**config.mk**
```make
export PLATFORM = sky130hd
export DESIGN_NAME = adc_conditioner
export DESIGN_NICKNAME = d
export VERILOG_FILES = /design/src/rtl/adc_conditioner_pkg.sv /design/src/rtl/sat_narrow.sv /design/src/rtl/adc_conditioner.sv
export SDC_FILE = /design/constraint.sdc
export NUM_CORES = 1
export LEC_CHECK = 0
export ABC_CLOCK_PERIOD_IN_PS = 4520
export CAP_MARGIN = 20
export CORE_ASPECT_RATIO = 1.25
export CORE_MARGIN = 3
export CORE_UTILIZATION = 45
export CTS_BUF_LIST = sky130_fd_sc_hd__clkbuf_2
export DETAILED_ROUTE_END_ITERATION = 10
export GPL_ROUTABILITY_DRIVEN = 0
export SLEW_MARGIN = 20
export SYNTH_ARGS = -nofsm -noshare
export SYNTH_HDL_FRONTEND = slang
export SYNTH_SLANG_ARGS = --single-unit
```
**constraint.sdc**
```tcl
create_clock -name clk -period 4.52 [get_ports clk]
set_input_delay 0.904 -clock clk [delete_from_list [all_inputs] [get_ports clk]]
set_output_delay 0.904 -clock clk [all_outputs]
set_load 0.02 [all_outputs]
```
**src/rtl/adc_conditioner_pkg.sv**
```systemverilog
// Shared definitions for the ADC conditioning pipeline: default parameter
// values, the mode encoding and a helper for channel-tag width.
package adc_conditioner_pkg;

    localparam int ADC_W_DEF      = 12;
    localparam int FRAC_SHIFT_DEF = 2;
    localparam int OUT_W_DEF      = 23;
    localparam int N_CH_DEF       = 2;
    localparam int AVG_SHIFT_DEF  = 8;

    // Meaning of the mode input.
    typedef enum logic {
        MODE_FIXED = 1'b0,   // remove mid-scale only
        MODE_DC    = 1'b1    // additionally subtract the tracked per-channel DC
    } mode_e;

    // Channel tag width; a single-channel build still carries a 1-bit tag.
    function automatic int ch_width(input int n_ch);
        return (n_ch > 1) ? $clog2(n_ch) : 1;
    endfunction

endpackage

```
**src/rtl/sat_narrow.sv**
```systemverilog
// Saturating narrow: reduces a signed value to a smaller signed width,
// clamping to the output rails and flagging when clamping happened.
module sat_narrow #(
    parameter int IN_W  = 24,
    parameter int OUT_W = 16
) (
    input  logic signed [IN_W-1:0]  wide,
    output logic signed [OUT_W-1:0] narrow,
    output logic                    clipped
);

    // Bits that must all equal the sign for the value to fit in OUT_W.
    logic [IN_W-OUT_W:0] top_bits;
    assign top_bits = wide[IN_W-1:OUT_W-1];

    // Pass the low bits through, or clamp to the rail matching the sign.
    always_comb begin
        // NOTE: outputs take a default before any branch so no path infers a latch.
        narrow  = wide[OUT_W-1:0];
        clipped = 1'b0;
        if (!(&top_bits) && (|top_bits)) begin
            clipped = 1'b1;
            narrow  = wide[IN_W-1] ? {1'b1, {(OUT_W-1){1'b0}}}
                                   : {1'b0, {(OUT_W-1){1'b1}}};
        end
    end

endmodule

```
**src/rtl/adc_conditioner.sv**
```systemverilog
// Two-stage ADC conditioner: stage 1 centres and scales the offset-binary
// sample, stage 2 optionally subtracts a per-channel DC estimate, saturates
// and presents the result. Both stages stall together under back-pressure.
module adc_conditioner
    import adc_conditioner_pkg::*;
#(
    parameter int ADC_W      = ADC_W_DEF,
    parameter int FRAC_SHIFT = FRAC_SHIFT_DEF,
    parameter int OUT_W      = OUT_W_DEF,
    parameter int N_CH       = N_CH_DEF,
    parameter int AVG_SHIFT  = AVG_SHIFT_DEF
) (
    input  logic                      clk,
    input  logic                      rst_n,
    input  logic                      mode,
    input  logic                      dc_clr,
    input  logic                      in_valid,
    output logic                      in_ready,
    input  logic [ADC_W-1:0]          in_data,
    input  logic [ch_width(N_CH)-1:0] in_ch,
    output logic                      out_valid,
    input  logic                      out_ready,
    output logic signed [OUT_W-1:0]   out_data,
    output logic [ch_width(N_CH)-1:0] out_ch,
    output logic                      sat_flag,
    input  logic                      sat_clr
);

    localparam int CH_W  = ch_width(N_CH);
    localparam int ACC_W = OUT_W + AVG_SHIFT;

    logic                    s1_valid;
    logic signed [ACC_W-1:0] s1_c;
    logic [CH_W-1:0]         s1_ch;
    logic signed [ACC_W-1:0] acc [N_CH];

    logic                    s2_adv;
    logic                    dc_mode;
    logic [ADC_W-1:0]        centred;
    logic signed [ACC_W-1:0] c_in;
    logic [CH_W-1:0]         ch_in;
    logic signed [ACC_W-1:0] dc;
    logic signed [ACC_W:0]   d;
    logic signed [OUT_W-1:0] d_sat;
    logic                    d_clipped;

    // The output register can take a new value when empty or being drained;
    // stage 1 can load when it is empty or moving into the output register.
    assign s2_adv   = !out_valid || out_ready;
    assign in_ready = !s1_valid || s2_adv;
    assign dc_mode  = (mode_e'(mode) == MODE_DC);

    // Offset binary to two's complement is an MSB flip; then sign-extend and scale.
    assign centred = {~in_data[ADC_W-1], in_data[ADC_W-2:0]};
    assign c_in    = {{(ACC_W-ADC_W){centred[ADC_W-1]}}, centred} << FRAC_SHIFT;

    // Tags outside the configured channel range are folded onto channel 0.
    if ((1 << CH_W) > N_CH) begin : g_ch_fold
        assign ch_in = (in_ch < CH_W'(N_CH)) ? in_ch : '0;
    end else begin : g_ch_pass
        assign ch_in = in_ch;
    end

    // The DC estimate is read before this sample's own accumulator update.
    assign dc = acc[s1_ch] >>> AVG_SHIFT;
    assign d  = {s1_c[ACC_W-1], s1_c} - (dc_mode ? {dc[ACC_W-1], dc} : '0);

    sat_narrow #(
        .IN_W  (ACC_W + 1),
        .OUT_W (OUT_W)
    ) u_sat (
        .wide    (d),
        .narrow  (d_sat),
        .clipped (d_clipped)
    );

    // Stage 1: capture the centred, scaled sample and its channel.
    always_ff @(posedge clk or negedge rst_n) begin
        if (!rst_n) begin
            s1_valid <= 1'b0;
            s1_c     <= '0;
            s1_ch    <= '0;
        end else if (in_ready) begin
            // NOTE: state uses non-blocking assignment so every register samples pre-edge values.
            s1_valid <= in_valid;
            s1_c     <= c_in;
            s1_ch    <= ch_in;
        end
    end

    // Stage 2: register the saturated result when the output can advance.
    always_ff @(posedge clk or negedge rst_n) begin
        if (!rst_n) begin
            out_valid <= 1'b0;
            out_data  <= '0;
            out_ch    <= '0;
        end else if (s2_adv) begin
            out_valid <= s1_valid;
            if (s1_valid) begin
                out_data <= d_sat;
                out_ch   <= s1_ch;
            end
        end
    end

    // Sticky saturation flag; a new saturation wins over a clear.
    always_ff @(posedge clk or negedge rst_n) begin
        if (!rst_n) begin
            sat_flag <= 1'b0;
        end else if (s2_adv && s1_valid && d_clipped) begin
            sat_flag <= 1'b1;
        end else if (sat_clr) begin
            sat_flag <= 1'b0;
        end
    end

    // Per-channel DC tracker: leaky integrator updated as samples leave stage 1.
    always_ff @(posedge clk or negedge rst_n) begin
        if (!rst_n) begin
            // NOTE: the accumulator array is reset explicitly; the tracker must restart from zero, so it is flops, not RAM.
            for (int i = 0; i < N_CH; i++) acc[i] <= '0;
        end else if (dc_clr) begin
            for (int i = 0; i < N_CH; i++) acc[i] <= '0;
        end else if (s2_adv && s1_valid && dc_mode) begin
            acc[s1_ch] <= acc[s1_ch] + s1_c - dc;
        end
    end

endmodule

```
== Yosys cells after proc, flatten, opt, wreduce, memory -nomap -nowiden ==
Cells that the tools add are included.
Word-level totals
  memories kept: 0
  memory bits (writable): 0
  output and inout bits: 27
  bits in read-only memories: 0
  logic and storage cells: 45
  bits in latches: 0
  register bits: 102
Operators by class
  mux-type cells: 14
  add/sub/neg operators: 3
  $mul: 0
  shift operators: 0
  bitwise operators: 2
  magnitude comparators: 2
  equal/unequal tests: 0
  divide/modulo/power cells: 0
  reductions and logical operators: 15
Operators by type and width (count)
  two-way mux 31 bit: 4
  two-way mux 62 bit: 2
  bitwise mux 62 bit: 1
  two-way mux 23 bit: 2
  two-way mux 32 bit: 1
  subtractor 32 bit: 1
  adder 31 x 14 -> 31 bit: 1
  demux 31 bit (select 1 bit): 1
  subtractor 31 x 23 -> 31 bit: 1
  AND reduction 10 bit: 1
  OR reduction 10 bit: 1
  logical AND 1 bit: 5
  nonzero test 2 bit: 2
  logical NOT 1 bit: 3
  two-way mux 1 bit: 3
  >= comparator 2 bit, second input constant: 1
  logical OR 1 bit: 2
  < comparator 2 x 1 -> 1 bit, second input constant: 1
  inverter 1 -> 2 bit: 1
  AND reduction 2 bit: 1
  inverter 1 bit: 1

== Logic depth before layout (Yosys ltp) ==
Gate-level depths: netlist of run 1.
  depth in word-level cells: 12
  gate-level depth with buffers: 16
  gate-level depth less buffers: 14

== Modules after synthesis ==
Synthesis of run 1 repeated with hierarchy kept, for this count alone.
Unflattened totals
  cell total of the unflattened synthesis: 891
  area total of the unflattened synthesis: 8196.6 µm²
Modules (own cells, without submodules)
  adc_conditioner: seq. area each 2552.4 µm², instances 1, cells an instance 854, area an instance 7870.0 µm²
  sat_narrow: seq. area each 0.0 µm², instances 1, cells an instance 37, area an instance 326.6 µm²

== Least setup slack after synthesis of run 1 ==
No wires, ideal clock.
  path kind: reg-to-reg
  start point: register s1_ch
  end point: register acc[23] (netlist bit)
  path slack: 0.402 ns
  clock period less this slack: 4.118 ns
  arrival time: 3.992 ns
  buffers on the path: 2
  cell stages (with the launch flop): 15
  path through: dfrtp_1 > clkbuf_1 > clkbuf_1 > mux2_2 > fa_1 > inv_1 > ha_1 > nor2b_1 > o31a_1 > o31ai_1 > o221ai_1 > a41oi_1 > nand2b_1 > mux2i_1 > a221o_1
On the way
  cells in the longest elaborated chain, start to end: 9
  elaborated cells between the ends (all ways): 14
  classes of those cells: add/sub: 2; order compare: 2; mux: 8; bitwise: 1; reduce/logical: 1
Ends and longest elaborated chain
  start, declared: line adc_conditioner.sv:34  | logic [CH_W-1:0] s1_ch;
  start signal, assigned: line adc_conditioner.sv:87  | s1_ch <= ch_in;
  inverter 1 -> 2 bit (implied by the code) *: line adc_conditioner.sv:65, adc_conditioner.sv:125
  two-way mux 31 bit (implied by the code) (3 in series): line adc_conditioner.sv:65, adc_conditioner.sv:125
  adder 31 x 14 -> 31 bit: line adc_conditioner.sv:125  | acc[s1_ch] <= acc[s1_ch] + s1_c - dc;
  subtractor 31 x 23 -> 31 bit: line adc_conditioner.sv:125
  bitwise mux 62 bit *: line adc_conditioner.sv:125
  two-way mux 62 bit *: line adc_conditioner.sv:124  | end else if (s2_adv && s1_valid && dc_mode) begin
  two-way mux 62 bit *: line adc_conditioner.sv:122  | end else if (dc_clr) begin
  end signal, assigned by index: line adc_conditioner.sv:125
  end, declared: line adc_conditioner.sv:35  | logic signed [ACC_W-1:0] acc [N_CH];
Mark *: on every way between the ends. The rest lies on a longest branch, timed or not. The select of a mux whose other input is x is not followed.
A chain may end at the register's enable or synchronous reset.

== Worst setup path after layout of run 1 ==
  start point: register s1_ch
  end point: register acc[59] (netlist bit)
The elaborated chain is that of the path after synthesis.

==> out/metrics.cfg, run 1 <==
[synthesis]
yosysUniqueCellTypes = 68
syn_avg_cell_area_um2 = 8.98
synthSimpleGateAreaFrac_pct = 12.9
synthAdderAreaFrac_pct = 16.4
synth_seq_cells = 102
synth_edf_count = 0
synthXorXnorAreaFrac_pct = 3.88
netlist_area_mm2 = 0.00808
ys_seq_area_share_pct = 31.6
synth_nets = 1007
netlist_instances = 900
ys_top_cells_by_area = dfrtp_1, ha_1, fa_1, inv_1, a22o_1
yosysTopAreaCellShare_pct = 31.6
yosysWarnings = 0
synth_most_common_cell = inv_1
synth_top_family_by_area = compound AO/OA/AOI/OAI gates
synth_common_cells = inv_1, dfrtp_1, nand2_1
synth_ff_type = dfrtp_1
synth-compound-area-share_pct = 23.3
async_flop_share_pct = 100
yosys.area.top_type = dfrtp_1
synth.area.mux_share_pct = 4.81

[timing]
setup-violations-final = 0
fmax_ghz = 0.230
drv_slew = 0
post-route-min-period_ns = 4.34
rsz0062_at_grt = no
fin_crit_sh_pct = 96.1
finalSetupTns_ns = 0
hold_viol_final = 0
final.setup_skew_ns = 0.0529
slew_headroom_pct = 32.1
setup_slack_ns = 0.177
tightest_slew_ns = 1.01
whs_ns = 0.271

[placed_design]
dp_worst_setup_slack_ns = 0.00186
dp.cells = 1153
numPortBuffers = 46
dp_hpwl_mm = 15.6

[routing]
wl_per_cell_um = 17.1
route.detailed.drc = 0
drt-vias-per-instance = 5.51
vias = 6466
drt_iter0_markers = 367
drt_first_pass_iters = 4
wl_mm = 20.0
antenna_left = 0

[global_routing]
first_global_vias = 6461
track_usage_pct = 21.1
grt_start_max_net_pins = 70
antenna_found_initial = 1
grt_pass1_wl_mm = 33.5
overflow = 0

[finish]
areaGrowthSynthToFinish_pct = 11.3
num-nets-final = 1051
fin_cells = 1174
drive_gt1_share_pct = 11.5

[setup_path]
endpoint_kind = register
critPathArrivalTime_ns = 4.87
crit_required_ns = 5.05
r2r_start = s1_ch
cp_max_fo = 15
critPathLaunchType = register
crit_type = reg2reg
startpoint = s1_ch

[clock_tree]
holdBufCountCts = 0
insertion_delay_ns = 0.67
cts_made_buffers = 9
cts.clk_slew.worst_paths_ns = 0.33
htree_num_levels = 3
clock_path_buffers = 2
root_buffer = clkbuf_2
cts_tree = done
clkSinkCount = 102

[outcome]
status = finished clean

[power]
switchingPower_w = 0.00262
power.sequential.fraction_pct = 23.0
power_switching_share_pct = 48.8
internal_power_w = 0.00275
ir_drop_v = 0.000225
pwr-share-clk_pct = 8.1
leakagePower_nw = 4.14
p_comb_share_pct = 68.9
powerDensity_mw_per_mm2 = 597
power_w = 0.00537

[job]
maxCapViolCount = 0

[floorplanning]
die_y_um = 156
io_pins = 47
core_mm2 = 0.0176
start_util_pct = 46.0
rows = 54
dieWidth_um = 126
die-area_mm2 = 0.0196

[min_path]
holdCritPathClass = in2async

## critical path, stage by stage, from the launching register on
cell and delay [ns]:
dfrtp_4 0.60, buf_4 0.28, mux2_2 0.44, fa_1 0.51
inv_1 0.04, ha_1 0.34, a211oi_1 0.24, o211ai_1 0.16
nand4_1 0.19, a21oi_1 0.13, o41a_1 0.53, o21ai_0 0.33
xor2_1 0.25, o21ai_0 0.13
## power by group through the flow
| stage | Clock (W) | Sequential (W) | Combinational (W) |
|---|---|---|---|
| 6_report | 0.000433 | 0.00123 | 0.00370 |
| 5_1_grt | 0.000488 | 0.00127 | 0.00415 |
| 4_1_cts | 0.000449 | 0.00124 | 0.00371 |
| 3_5_place_dp | 0 | 0.00126 | 0.00368 |
| 3_3_place_gp | 0 | 0.00125 | 0.00367 |
| 2_1_floorplan | 0 | 0.00136 | 0.00264 |
## layout make-up
| class | instances | area [µm²] |
|---|---|---|
| clock buffers | 9 | 45.0 |
| diodes | 1 | 2.50 |
| inverters | 111 | 417 |
| well taps | 224 | 280 |
| fillers | 1691 | 8570 |
| multi-input cells | 651 | 4980 |
| repair buffers | 69 | 656 |
| clock inverters | 7 | 57.6 |
| flip-flops and latches | 102 | 2560 |
## path summary, 6_finish.rpt
kind                                end  slack (ns)  cells after the start
setup / recovery                acc[59]        0.18                     13
hold / removal             out_data[17]        0.27                      1
setup reg to reg                acc[59]        0.18                     13
hold reg to reg                  out_ch        0.52                      2
max in group asynchronous   out_data[0]        3.40                      2
min in group clk                 out_ch        0.52                      2
## timing repair
item                                    in CTS  in global routing
endpoints found under the setup margin       0                  8
buffers inserted                             0                  4
endpoints found under the hold margin        0                  0
gates resized for setup                      0                  2
## metrics by stage
stage,util [%],instance area [µm²]
finish,51.2,8990
global route,51.2,8990
CTS,51.0,8950
detailed placement,50.4,8850
global placement,50.4,8850
floorplan,-,8080
## kinds of logic (layout without fill, tap and decap cells)
group	after synthesis	count (layout)
AOI/OAI and AO/OA	259	259
other	0	1
xor gates and xnor gates	35	35
muxes	36	36
buffers and inverters	147	196
adders and majority gates	89	89
DFF	102	102
and+or+nand+nor	232	232
## state kept, by name, summed over array words and instances, names as in the netlist
signal     count
acc           62
out_ch         1
out_data      23
out_valid      1
s1_c          12
s1_ch          1
s1_valid       1
sat_flag       1
## metal layers
layer	routed length (µm)	up-vias	part of all wire, %	track usage (%)
met4	406	0	2.0	6.64
met2	9810	99	49	36.7
li1	-	3216	-	-
met3	482	24	2.4	1.95
met5	0	-	0	0
met1	9350	3127	47	27.8
## cells in the final DEF (no fill, tap or decap), drive strengths merged, types with 5 or more instances in the layout
cell           instances
inv                  113
dfrtp                102
nand2                 98
nor2                  63
a21oi                 61
o21ai                 60
ha                    58
clkdlybuf4s50         45
a22o                  42
fa                    29
buf                   24
mux2                  23
a21o                  22
xnor2                 22
mux2i                 13
nand3                 13
xor2                  13
nand4                 11
a211oi                10
nor3                  10
clkbuf                 9
nand2b                 7
o211ai                 7
o21a                   7
a31oi                  6
or3                    6
o21bai                 5
or2                    5
Power figures use the tool's default switching activity.
==> run 2, diff against run 1 <==
--- a/config.mk
+++ b/config.mk
@@ -7,12 +7,15 @@
 export LEC_CHECK = 0
 export ABC_CLOCK_PERIOD_IN_PS = 4520
 export CAP_MARGIN = 20
+export CELL_PAD_IN_SITES_DETAIL_PLACEMENT = 1
+export CELL_PAD_IN_SITES_GLOBAL_PLACEMENT = 2
 export CORE_ASPECT_RATIO = 1.25
 export CORE_MARGIN = 3
-export CORE_UTILIZATION = 45
+export CORE_UTILIZATION = 39
 export CTS_BUF_LIST = sky130_fd_sc_hd__clkbuf_2
 export DETAILED_ROUTE_END_ITERATION = 10
 export GPL_ROUTABILITY_DRIVEN = 0
+export PLACE_DENSITY_LB_ADDON = 0.1
 export SLEW_MARGIN = 20
 export SYNTH_ARGS = -nofsm -noshare
 export SYNTH_HDL_FRONTEND = slang
==> out/metrics.cfg, run 2 (synthesis gave the netlist of run 1 again) <==
[outcome]
status = finished clean

[finish]
regMostFlops = acc
fin_cells = 1215
largest_register_ffs = 62
drive_gt1_share_pct = 11.1
areaGrowthSynthToFinish_pct = 11.9
final_cell_mix = inv_1, dfrtp_1, nand2_1
num-nets-final = 1046
final_common_cell = inv_1
reg_top3 = acc x62, out_data x23, s1_c x12

[clock_tree]
holdBufCountCts = 0
htree_num_levels = 3
clock_path_buffers = 2
root_buffer = clkbuf_2
cts.clk_slew.worst_paths_ns = 0.30
post_cts.repair.setup_buffers = 0
clkSinkCount = 102
cts_made_buffers = 9
cts_resized = 0
cts_tree = done
insertion_delay_ns = 0.61

[setup_path]
cp_cell_sequence = buf_4, mux2_2, fa_1, inv_1, ha_1, a21oi_1, o21ai_1, a211oi_1, nor3_1, o41a_1, o21ai_0, xor2_1, o21ai_0
critPathLaunchType = register
crit_type = reg2reg
cp_num_buf_inv = 2
critPathArrivalTime_ns = 4.71
r2r_start = s1_ch
crit_required_ns = 5.02
cp_slowest_cell = dfrtp_4
startpoint = s1_ch
cp_max_fo = 12
endpoint_kind = register
cpMostUsedCell = o21ai_0
cp_slowest_stage_delay_ns = 0.61
critical_path.top_delay_family = compound AO/OA/AOI/OAI gates

[routing]
wl_per_cell_um = 19.0
wl_mm = 23.1
drt_iter0_markers = 267
route.detailed.drc = 0
drt_first_pass_iters = 5
vias = 6594
antenna_left = 0
drt-vias-per-instance = 5.43

[global_routing]
first_global_vias = 7159
met3_usage_pct = 2.75
overflow = 0
antenna_found_initial = 1
use_met2_pct = 37.2
track_usage_pct = 21.1
busiest_layer = met2
grt_start_max_net_pins = 82
grtUsageMet1_pct = 27.4
grt_pass1_wl_mm = 38.0

[timing]
slew_headroom_pct = 38.5
post-route-min-period_ns = 4.21
fin_crit_sh_pct = 93.2
setup-violations-final = 0
rsz0062_at_grt = no
finalSetupTns_ns = 0
drv_slew = 0
fmax_ghz = 0.237
final.setup_skew_ns = 0.0465
setup_slack_ns = 0.309
tightest_slew_ns = 0.920
hold_viol_final = 0

[floorplanning]
start_util_pct = 39.9
io_pins = 47
die_y_um = 167
core_mm2 = 0.0202
rows = 58
dieWidth_um = 135
die-area_mm2 = 0.0225

[placed_design]
dp_hpwl_mm = 18.2
dp_worst_setup_slack_ns = -0.0338
numPortBuffers = 46
dp.cells = 1197

[job]
maxCapViolCount = 0

[power]
powerDensity_mw_per_mm2 = 621
leakagePower_nw = 4.14
ir_drop_v = 0.000358
power_w = 0.00562

[min_path]
holdCritPathClass = in2async

==> run 2: cell types whose count changed in the layout (fill, tap and decap cells not counted), sizes merged <==
| cell | before | now |
|---|---|---|
| buf | 24 | 19 |
| diode | 1 | 2 |
| clkinvlp | 2 | 0 |
| clkbuf | 9 | 10 |
| bufinv | 0 | 2 |
| clkinv | 3 | 2 |
| inv | 113 | 112 |
==> run 2: worst paths after layout <==
kind,to,slack [ns],cells after the start
max,acc[59],0.31,13
min,out_data[1],0.27,1
max reg2reg,acc[59],0.31,13
min reg2reg,acc[59],0.53,2
max in group asynchronous,acc[12],3.41,2
min in group clk,acc[59],0.53,2
==> run 2: worst reg2reg max path, cell delays in order (launching register included) <==
cell	delay (ns)
dfrtp_4	0.61
buf_4	0.23
mux2_2	0.42
fa_1	0.53
inv_1	0.05
ha_1	0.40
a21oi_1	0.22
o21ai_1	0.12
a211oi_1	0.29
nor3_1	0.10
o41a_1	0.48
o21ai_0	0.28
xor2_1	0.27
o21ai_0	0.13
==> run 2: area by class of cell <==
cell class	instances	area [µm²]
inverters	111	417
fillers	2393	11200
multi-input cells	651	4980
clock inverters	5	82.6
flip-flops and latches	102	2560
diodes	2	5.00
repair buffers	64	613
well taps	270	338
clock buffers	10	50.0
==> run 2: metal layers <==
metal / part of all wire, % / routed length (µm) / vias up
li1: - / - / 3192
met1: 46 / 10600 / 3293
met2: 50 / 11600 / 92
met3: 2.9 / 668 / 17
met4: 1.1 / 265 / 0
met5: 0 / 0 / -
==> run 2: power breakdown <==
part           switching (W)  total [W]  internal [W]  leakage (nW)
Combinational        0.00231    0.00386       0.00155          2.74
Sequential          0.000126    0.00125       0.00112          1.31
Clock               0.000326   0.000510      0.000184        0.0824
==> run 2: metrics by stage <==
stage          utilization [%]  hold WS (ns)  cell area (µm²)
2_1_floorplan                -         0.444             8080
3_3_place_gp              43.9         0.457             8880
3_5_place_dp              43.9         0.470             8880
4_1_cts                   44.5         0.386             9010
5_1_grt                   44.7         0.218             9050
6_report                  44.7         0.266             9050
